`src/rtl/sirali_toplayici.sv`:
```
// sirali_toplayici: sequential (chunk-serial) adder/subtractor.
//
// Adds or subtracts two WIDTH-bit operands CHUNK bits per clock through a
// single CHUNK-bit ripple slice. The carry between chunks lives in a register,
// so an operation takes N = WIDTH/CHUNK compute cycles plus one DONE cycle.
//
// Parameters:
//   WIDTH  operand/result width; must be a multiple of CHUNK
//   CHUNK  bits processed per clock (1 <= CHUNK <= WIDTH)
//
// Ports:
//   clk    clock, rising edge
//   rst    synchronous active-high reset
//   start  request, sampled only in IDLE or DONE
//   sub    0: A+B+Cin, 1: A-B (latched with start)
//   Cin    carry-in for add, ignored for subtract
//   A, B   operands (latched with start)
//   S      result, valid from done until the next accepted start
//   Cout   carry out of MSB (subtract: 1 = no borrow)
//   V      signed overflow
//   Z      result is zero
//   busy   high while chunks are being computed
//   done   one-cycle pulse when result and flags are valid
module sirali_toplayici #(
  parameter int unsigned WIDTH = 16,
  parameter int unsigned CHUNK = 4
) (
  input  logic             clk,
  input  logic             rst,
  input  logic             start,
  input  logic             sub,
  input  logic             Cin,
  input  logic [WIDTH-1:0] A,
  input  logic [WIDTH-1:0] B,
  output logic [WIDTH-1:0] S,
  output logic             Cout,
  output logic             V,
  output logic             Z,
  output logic             busy,
  output logic             done
);

  localparam int unsigned N    = WIDTH / CHUNK;
  localparam int unsigned CntW = (N > 1) ? $clog2(N) : 1;
  localparam int unsigned IdxW = (WIDTH > 1) ? $clog2(WIDTH) : 1;

  localparam logic [1:0] StIdle = 2'd0;
  localparam logic [1:0] StCalc = 2'd1;
  localparam logic [1:0] StDone = 2'd2;

  logic [1:0]       state_q, state_d;
  logic [WIDTH-1:0] a_q, a_d;
  logic [WIDTH-1:0] b_q, b_d;  // already inverted for subtract
  logic [CntW-1:0]  cnt_q, cnt_d;
  logic             carry_q, carry_d;
  logic [WIDTH-1:0] s_q, s_d;
  logic             cout_q, cout_d;
  logic             v_q, v_d;
  logic             z_q, z_d;

  // Ripple slice operating on the chunk selected by the counter.
  logic [IdxW-1:0]  chunk_lsb;
  logic [CHUNK-1:0] a_chunk;
  logic [CHUNK-1:0] b_chunk;
  logic [CHUNK:0]   chunk_sum;
  logic             msb_cin;
  logic             last_chunk;
  logic [WIDTH-1:0] s_calc;

  assign chunk_lsb  = IdxW'(32'(cnt_q) * CHUNK);
  assign a_chunk    = a_q[chunk_lsb +: CHUNK];
  assign b_chunk    = b_q[chunk_lsb +: CHUNK];
  assign chunk_sum  = {1'b0, a_chunk} + {1'b0, b_chunk} + {{CHUNK{1'b0}}, carry_q};
  assign last_chunk = (cnt_q == CntW'(N - 1));

  // Carry into the top bit recovered from its sum: s = a ^ b ^ cin.
  assign msb_cin = a_chunk[CHUNK-1] ^ b_chunk[CHUNK-1] ^ chunk_sum[CHUNK-1];

  always_comb begin
    s_calc = s_q;
    s_calc[chunk_lsb +: CHUNK] = chunk_sum[CHUNK-1:0];
  end

  always_comb begin
    state_d = state_q;
    a_d     = a_q;
    b_d     = b_q;
    cnt_d   = cnt_q;
    carry_d = carry_q;
    s_d     = s_q;
    cout_d  = cout_q;
    v_d     = v_q;
    z_d     = z_q;

    unique case (state_q)
      StIdle, StDone: begin
        if (start) begin
          a_d     = A;
          b_d     = B ^ {WIDTH{sub}};
          carry_d = sub ? 1'b1 : Cin;
          cnt_d   = '0;
          state_d = StCalc;
        end else begin
          state_d = StIdle;
        end
      end
      StCalc: begin
        s_d     = s_calc;
        carry_d = chunk_sum[CHUNK];
        if (last_chunk) begin
          cout_d  = chunk_sum[CHUNK];
          v_d     = msb_cin ^ chunk_sum[CHUNK];
          z_d     = (s_calc == '0);
          state_d = StDone;
        end else begin
          cnt_d = cnt_q + 1'b1;
        end
      end
      default: state_d = StIdle;
    endcase
  end

  always_ff @(posedge clk) begin
    if (rst) begin
      state_q <= StIdle;
      a_q     <= '0;
      b_q     <= '0;
      cnt_q   <= '0;
      carry_q <= 1'b0;
      s_q     <= '0;
      cout_q  <= 1'b0;
      v_q     <= 1'b0;
      z_q     <= 1'b0;
    end else begin
      state_q <= state_d;
      a_q     <= a_d;
      b_q     <= b_d;
      cnt_q   <= cnt_d;
      carry_q <= carry_d;
      s_q     <= s_d;
      cout_q  <= cout_d;
      v_q     <= v_d;
      z_q     <= z_d;
    end
  end

  assign S    = s_q;
  assign Cout = cout_q;
  assign V    = v_q;
  assign Z    = z_q;
  assign busy = (state_q == StCalc);
  assign done = (state_q == StDone);

endmodule

```
`config.mk`:
```
export PLATFORM = sky130hd
export DESIGN_NAME = sirali_toplayici
export DESIGN_NICKNAME = d
export VERILOG_FILES = /design/src/rtl/sirali_toplayici.sv
export SDC_FILE = /design/constraint.sdc
export NUM_CORES = 1
export LEC_CHECK = 0
export CAP_MARGIN = 20
export CORE_MARGIN = 4
export CORE_UTILIZATION = 32
export DETAILED_ROUTE_END_ITERATION = 8
export PLACE_DENSITY = 0.66
export SYNTH_ARGS = -nofsm -noshare
export SYNTH_HDL_FRONTEND = slang
export SYNTH_SLANG_ARGS = --single-unit
```
`constraint.sdc`:
```
create_clock -name clk -period 4.1 [get_ports clk]
set_clock_uncertainty 0.05 [all_clocks]
set_input_delay 0.41 -clock clk [delete_from_list [all_inputs] [get_ports clk]]
set_output_delay 0.41 -clock clk [all_outputs]
set_load 0.01 [all_outputs]
```
; ---- After elaboration in Yosys (flattened, before gate mapping)
; Index checks and enable logic that the tools add are counted.
[totals]
in_bits = 37
regBits = 56
elab_cells = 45
output_inout_bits = 21
[classes]
reduce_logical = 8
n_bitwise = 4
n_eq_ne = 6
n_shift = 4
addsub = 4
mux = 10
[op_table]
columns = cell, count
row1 = variable part select 16 x 5 -> 4 bit, 2
row2 = bitwise mux 16 bit, 1
row3 = zero test 16 bit, 1
row4 = "variable shift 4 x 6 -> 16 bit, first input constant", 1
row5 = variable part select 4 x 6 -> 16 bit, 1
row6 = bitwise XOR 16 bit, 1
row7 = one-hot mux 2 bit (2 select lines), 2
row8 = 2-to-1 mux 2 bit, 3
row9 = negator 4 -> 6 bit, 1
row10 = AND reduction 2 bit, 3
row11 = adder 4 x 4 -> 5 bit, 1
row12 = adder 5 x 1 -> 5 bit, 1
row13 = "== test 2 bit, second input constant", 2
row14 = "!= test 2 bit, second input constant", 2
row15 = 2-to-1 mux 1 bit, 3
row16 = AND reduction 3 bit, 1
row17 = bitwise XOR 1 bit, 3
row18 = "adder 2 x 1 -> 2 bit, second input constant", 1
row19 = "== test 2 x 1 -> 1 bit, second input constant", 1
row20 = zero test 2 bit, 1
row21 = "!= test 2 x 1 -> 1 bit, second input constant", 1
row22 = one-hot mux 1 bit (2 select lines), 1
row23 = nonzero test 2 bit, 1
row24 = OR reduction 2 bit, 1

; ---- Longest topological paths before layout
; Gate-level depths: netlist (run 1).
[logic_depth]
word_depth = 6
mapped_depth = 11
ltp_nobuf = 9

; ---- Least setup slack after synthesis (run 1)
; No wires, ideal clock.
[synth_timing]
path_kind = register to register
startpoint = reg cnt_q[0]
endpoint = reg z_q, in the netlist Z
setup_ns = 0.117
stages_incl_launch_ff = 12
n_path_buf = 2
arrival_time_ns = 2.818
required_ns = 3.933
slack_ns = 1.116
period_less_slack_ns = 2.984
cell_sequence = dfxtp_1 > buf_4 > buf_4 > mux4_2 > fa_1 > inv_1 > fa_1 > nor2b_1 > a2111oi_1 > nor4_1 > nand4_1 > o21ai_1
[synth_between]
elab_chain_cells = 6
elab_cells_between_ends = 11
cone_classes = add/sub: 3 / eq/ne: 1 / shift: 4 / mux: 1 / reduce/logical: 2
[synth_lines]
columns = item, line
row1 = from (decl), 54  ; logic [CntW-1:0] cnt_q, cnt_d;
row2 = from (signal assigned), 138  ; cnt_q <= cnt_d;
row3 = variable part select 16 x 5 -> 4 bit (on tied branches), "71, 72"
row4 = adder 4 x 4 -> 5 bit, 73  ; assign chunk_sum = {1'b0, a_chunk} + {1'b0, b_chunk} + {{CHUNK{1'b0}}, carry_q};
row5 = adder 5 x 1 -> 5 bit, 73
row6 = variable part select 4 x 6 -> 16 bit, 81  ; s_calc[chunk_lsb +: CHUNK] = chunk_sum[CHUNK-1:0];
row7 = bitwise mux 16 bit, 81
row8 = zero test 16 bit, 113  ; z_d = (s_calc == '0);
row9 = to (signal assigned), 143  ; z_q <= z_d;
row10 = to (decl), 59  ; logic z_q, z_d;
; Several ways; a longest one is shown, not always the timed one.
; A chain may end at the register's enable or synchronous reset.

; ---- Final worst setup path (run 1)
; Ends and elaborated chain as after synthesis.

==> results of run 1 <==
final timing paths:
path                          to                   from  depth (start not counted)  slack (ps)
max               Z$_SDFFE_PP0P_  cnt_q[0]$_SDFFE_PP0P_                          9        1130
min          a_q[9]$_SDFFE_PP0P_    a_q[9]$_SDFFE_PP0P_                          2         410
max reg2reg       Z$_SDFFE_PP0P_  cnt_q[0]$_SDFFE_PP0P_                          9        1130
min reg2reg  a_q[9]$_SDFFE_PP0P_    a_q[9]$_SDFFE_PP0P_                          2         410
cells in the mapped netlist (all sizes together) (2+ instances only):
master | number | share of area
nor2 | 45 | 0.062
a211oi | 17 | 0.047
ha | 9 | 0.042
dfxtp | 56 | 0.41
nor4 | 4 | 0.0092
o21ai | 2 | 0.0037
clkbuf | 10 | 0.014
fa | 2 | 0.015
a21oi | 25 | 0.048
nor2b | 4 | 0.0092
nand2 | 38 | 0.053
a22oi | 7 | 0.019
nor4b | 2 | 0.012
xnor2 | 18 | 0.058
buf | 12 | 0.027
nand2b | 3 | 0.0069
mux2i | 2 | 0.0074
a32oi | 8 | 0.026
inv | 6 | 0.0083
nor3 | 7 | 0.015
mux4 | 8 | 0.067
nand3b | 3 | 0.0083
layer usage:
metal  track usage  routed length, microns  up-vias
li1              -                       -     1133
met1        0.1649                    2721     1006
met2        0.2006                    2809       64
met3       0.03614                     434        5
met4       0.02383                      44        0
met5             0                       0        -
flip-flops by register name, indices dropped and copies added, names as in the netlist:
| signal | count |
|---|---|
| S | 16 |
| V | 1 |
| Z | 1 |
| b_q | 16 |
| cnt_q | 2 |
| state_q | 2 |
| carry_q | 1 |
| Cout | 1 |
| a_q | 16 |
worst register-to-register path, cell delays in order, from the launching register on:
cell and delay (ps):
dfxtp_1 490, mux4_2 570, fa_1 420, inv_1 80
fa_1 440, nor2b_1 150, a2111oi_1 350, nor4_1 100
nand4_1 140, o21ai_1 80
logic make-up (layout without fill, tap and decap cells):
group                    Yosys count  in the layout  synth area share
AND/OR/NAND/NOR                  109            109            0.1848
adder cells (fa/ha/maj)           11             11           0.05635
multiplexers                      10             10           0.07390
buffers and inverters             28             72           0.04942
AO/OA/AOI/OAI                     64             64            0.1603
flip-flops                        56             56            0.4139
XOR/XNOR                          19             19           0.06143
power by group:
part	internal (mW)	switching, mW
sequential	0.574	0.0207
combinational	0.115	0.120
clock	0.122	0.185
cell type report:
class                           count  area share
Tap cell                          105     0.03865
Multi-Input combinational cell    213      0.4299
Timing Repair Buffer               58      0.1686
Sequential cell                    56      0.3298
Inverter                            6    0.006625
Clock inverter                      3    0.006257
Clock buffer                        5     0.02024
per-stage QoR:
step / setup WS, ps / instances
3_3_place_gp: 1239 / 438
2_1_floorplan: 1116 / 297
4_1_cts: 1114 / 446
5_1_grt: 966.6 / 446
6_report: 1133 / 446
3_5_place_dp: 1138 / 438
==> qor.yml, run 1 <==
initial_utilization: 0.3297
average_wire_per_standard_cell_microns: 13.48
cts.sinks: 56
n_antenna_cell: 0
detail_route.drc_violations: 0
tritoncts: "yes"
multi_input_comb_area_sq_um: 1461
run_status: "completed"
synth_sequential_area_ratio: 0.4139
finalSetupViolCount: 0
synthesis.area_per_instance_sq_um: 9.121
hold_path.class: "reg2reg"
netlist-cell-type-count: 37
detailedRoute.firstPassIterationCount: 4
dpl-instance-area_sq_um: 3309
cts-root-to-sink-buffers: 2
grt_pass1_vias: 2147
drt_first_iter_violations: 84
postSynthRegisterBits: 56
clock-root-buffer: "clkbuf_8"
die_area_sq_um: 10000
fin_nets: 388
cts_inserted_buffers: 5
worst_hold_check_slack_ps: 406.4
ioPinCount: 58
timing.fmax_mhz: 337.1
gpl.final_weighted_congestion: 0.8265
max_slew_margin: 0.3398
crit_arrival_ps: 3130
crit_path_end_kind: "register"
critical_path.top_delay_family: "adder cells"
vdd_ir_drop_max_mv: 0.1422
rows: 33
die_h_microns: 100.0
critical_path_required_ps: 4260
cts-htree-levels: 2
critPathBufInv: 1
syn_nets: 345
drv_slew: 0
total_power_mw: 1.136
grt_first_pass_wirelength_mm: 10.12
synthToLayoutAreaGrowth_pct: 25.50
worst_path_max_delay_cell: "mux4_2"
fp.dieW_microns: 100.0
groute.usage.overall: 0.1235
max-cap-violations: 0
hold_viol_final: 0
grt_antenna_before_repair: 0
tightestPinTransition_ps: 988.1
clk_latency_ps: 320
post_cts.resized_instances: 0
postSynthCellCount: 297
fillers: 835
fin_util: 0.4137
timing.critical_path.cells: "mux4_2 -> fa_1 -> inv_1 -> fa_1 -> nor2b_1 -> a2111oi_1 -> nor4_1 -> nand4_1 -> o21ai_1"
synth-main-ff-cell: "dfxtp_1"
most-common-layout-cells: "56 x dfxtp_1, 56 x clkdlybuf4s50_1, 45 x nor2_1"
tns_ps: 0
criticalPathCategory: "reg2reg"
fp.coreArea_sq_um: 8217
io_buffer_count: 57
critical_path.max_fanout: 5
critical_path.most_common_cell: "fa_1"
ys_async_sr_fraction: 0
number_of_nets_with_antenna_violations_after_detailed_routing: 0
number_of_buffers_added_for_setup_after_cts: 0
grt.overflow.total: 0
drt_wl_total_mm: 6.011
viasPerCell: 4.951
edff_count_synth: 0
post_synth_instance_area_sq_um: 2709
drive_above_1_share: 0.07331
hpwl_mm: 4.539
static-leakage-power_nw: 1.187
layout_min_cycle_time_ps: 2967
clock_edge_transition_at_the_registers_on_the_reported_setup_and_hold_paths_ps: 100
grt_setup_unrepaired: "false"
design_area_sq_um: 3400
final-seq-area_sq_um: 1121
routed-via-count: 2208
startpoint_type: "register"
synth-warning-count: 0
max_stage_delay_ps: 570
hold_fix_buffers_at_cts: 0
power_density_nw_per_um2: 334.1
grt_start_max_net_pins: 58
final_min_period_over_clock_period: 0.7236
Power figures use the tool's default switching activity.
==> run 2: changes to the inputs <==
clock period = 2.76 ns   (was 4.1 ns; I/O delays follow)
==> run 2 against run 1 <==
Net effect: setup slack worse by 980 ps; die area stayed put; critical path depth stayed put; sequential cell count stayed put; wire length is 3.5% higher; clock power is 110% higher; utilization is 1.6 points higher; cell area is 3.9% higher; largest power group unchanged; highest routed layer unchanged.
==> qor.yml, run 2 (same netlist as run 1, synthesis figures left out) <==
run_status: "completed"
criticalPathCategory: "reg2reg"
fin_nets: 396
most-common-layout-cells: "56 x clkdlybuf4s50_1, 55 x dfxtp_1, 45 x nor2_1"
synthToLayoutAreaGrowth_pct: 30.44
die_area_sq_um: 10000
rows: 33
finalSetupViolCount: 0
ioPinCount: 58
timing.fmax_mhz: 383.1
power_density_nw_per_um2: 538.5
clkPwrFrac: 0.337
worst_path_max_delay_cell: "mux4_2"
dp_slack_ps: -14.56
rr_endpoint: "Z$_SDFFE_PP0P_"
crit_path_end_kind: "register"
max-cap-violations: 0
drv_slew: 0
hpwl_mm: 4.683
drt_wl_total_mm: 6.221
die_h_microns: 100.0
clock-root-buffer: "clkbuf_8"
vdd_ir_drop_max_mv: 0.2403
cts.sinks: 56
worst_hold_check_slack_ps: 406.2
average_wire_per_standard_cell_microns: 13.70
grt.overflow.total: 0
detail_route.drc_violations: 0
grt_pass1_vias: 2107
startpoint_type: "register"
rr_startpoint: "cnt_q[0]$_SDFFE_PP0P_"
dpl-instance-area_sq_um: 3373
seqPwrFrac: 0.461
critical_path.top_delay_family: "adder cells"
crit_path_end: "Z$_SDFFE_PP0P_"
share_comb_of_total_power: 0.202
hold_path.class: "in2reg"
drt_first_iter_violations: 87
power_switching_uw: 497.7
hold_viol_final: 0
tritoncts: "yes"
ff2ff_setup_slack_ps: 150
drive_above_1_share: 0.1089
tns_ps: 0
io_buffer_count: 57
viasPerCell: 5.018
max_slew_margin: 0.5600
cp-startpoint: "cnt_q[0]$_SDFFE_PP0P_"
clk_latency_ps: 320
design_area_sq_um: 3533
cell_internal_pwr_mw: 1.405
max_stage_delay_ps: 520
fin_util: 0.4300
initial_utilization: 0.3297
n_antenna_cell: 0
groute.usage.overall: 0.1238
power_switching_share: 0.2616
crit_arrival_ps: 2770
critical_path_cell_count: 9
fp.coreArea_sq_um: 8217
timing.critical_path.cells: "mux4_2 -> fa_2 -> inv_2 -> fa_1 -> nor2b_1 -> a2111oi_2 -> nor4_1 -> nand4_1 -> o21ai_1"
fillers: 810
clock_edge_transition_at_the_registers_on_the_reported_setup_and_hold_paths_ps: 110
detailedRoute.firstPassIterationCount: 4
gpl.final_weighted_congestion: 0.8385
final_min_period_over_clock_period: 0.9457
layout.cells.most_common: "clkdlybuf4s50_1"
setup_ws_ps: 150.0
grt_start_max_net_pins: 36
cts-root-to-sink-buffers: 2
tightestPinTransition_ps: 659.9
fp.dieW_microns: 100.0
grt_antenna_before_repair: 0
critPathBufInv: 1
reg2regPathDepth: 9
grt_first_pass_wirelength_mm: 10.01
cts_inserted_buffers: 5
layout_min_cycle_time_ps: 2610
hold_fix_buffers_at_cts: 0
number_of_buffers_added_for_setup_after_cts: 0
number_of_nets_with_antenna_violations_after_detailed_routing: 0
critical_path.max_fanout: 4
cts-htree-levels: 2
routed-via-count: 2278
static-leakage-power_nw: 1.260
critical_path_required_ps: 2920
[run 2: cell count changes in the layout (fill, tap and decap cells not counted), sizes merged]
cell | previous run | this run
buf | 2 | 10
bufinv | 0 | 2
clkinv | 1 | 0
clkinvlp | 1 | 0
[run 2: routing by layer]
layer | up-vias | GRT usage | part of all wire
met3 | 10 | 0.03266 | 0.073
met5 | - | 0 | 0
met4 | 0 | 0.04145 | 0.016
met2 | 70 | 0.2001 | 0.47
met1 | 1057 | 0.1610 | 0.44
li1 | 1141 | - | -
[run 2: cell type report]
cell class	count	area, sq um	area share
repair buffers	66	633.1	0.1792
inverters	6	22.52	0.006374
clock inverters	3	68.82	0.01948
flip-flops and latches	56	1125	0.3183
clock buffers	5	68.82	0.01948
multi-input cells	213	1484	0.4200
well taps	105	131.4	0.03718
[run 2: stage by stage]
stage	total power, mW	instances
after floorplan	1.143	297
after CTS	1.910	454
after detailed placement	1.272	446
final	1.903	454
after global placement	1.262	446
after global routing	1.992	454
[run 2: worst register-to-register path: cells and delay by family, from the launching register on]
family / cells / cell delay (ps)
buffers and inverters: 1 / 60
adder cells (fa/ha/maj): 2 / 810
AND/OR/NAND/NOR: 3 / 390
multiplexers: 1 / 520
AO/OA/AOI/OAI: 2 / 300
flip-flops: 1 / 380
[run 2: power by group through the flow]
stage / clock [mW] / sequential, mW / combinational, mW
floorplan: 0 / 0.891 / 0.253
global placement: 0 / 0.896 / 0.366
detailed placement: 0 / 0.898 / 0.375
CTS: 0.654 / 0.879 / 0.378
global route: 0.686 / 0.884 / 0.422
finish: 0.641 / 0.878 / 0.384
[run 2: worst min path at each step]
stage / from / endpoint / slack, ps / cells after the start
final: rst / carry_q$_SDFFE_PP0P_ / 410 / 2
after global routing: rst / S[8]$_SDFFE_PP0P_ / 430 / 2
after CTS: rst / carry_q$_SDFFE_PP0P_ / 400 / 2
after detailed placement: a_q[13]$_SDFFE_PP0P_ / a_q[13]$_SDFFE_PP0P_ / 400 / 2
after global placement: a_q[7]$_SDFFE_PP0P_ / a_q[7]$_SDFFE_PP0P_ / 390 / 2
after floorplan: A[0] / a_q[0]$_SDFFE_PP0P_ / 360 / 2
[run 2: timing repair]
item	in CTS	in global routing
endpoints found under the hold margin	0	0
pin swaps	0	2
setup endpoints to repair	1	2
resized for setup	1	3
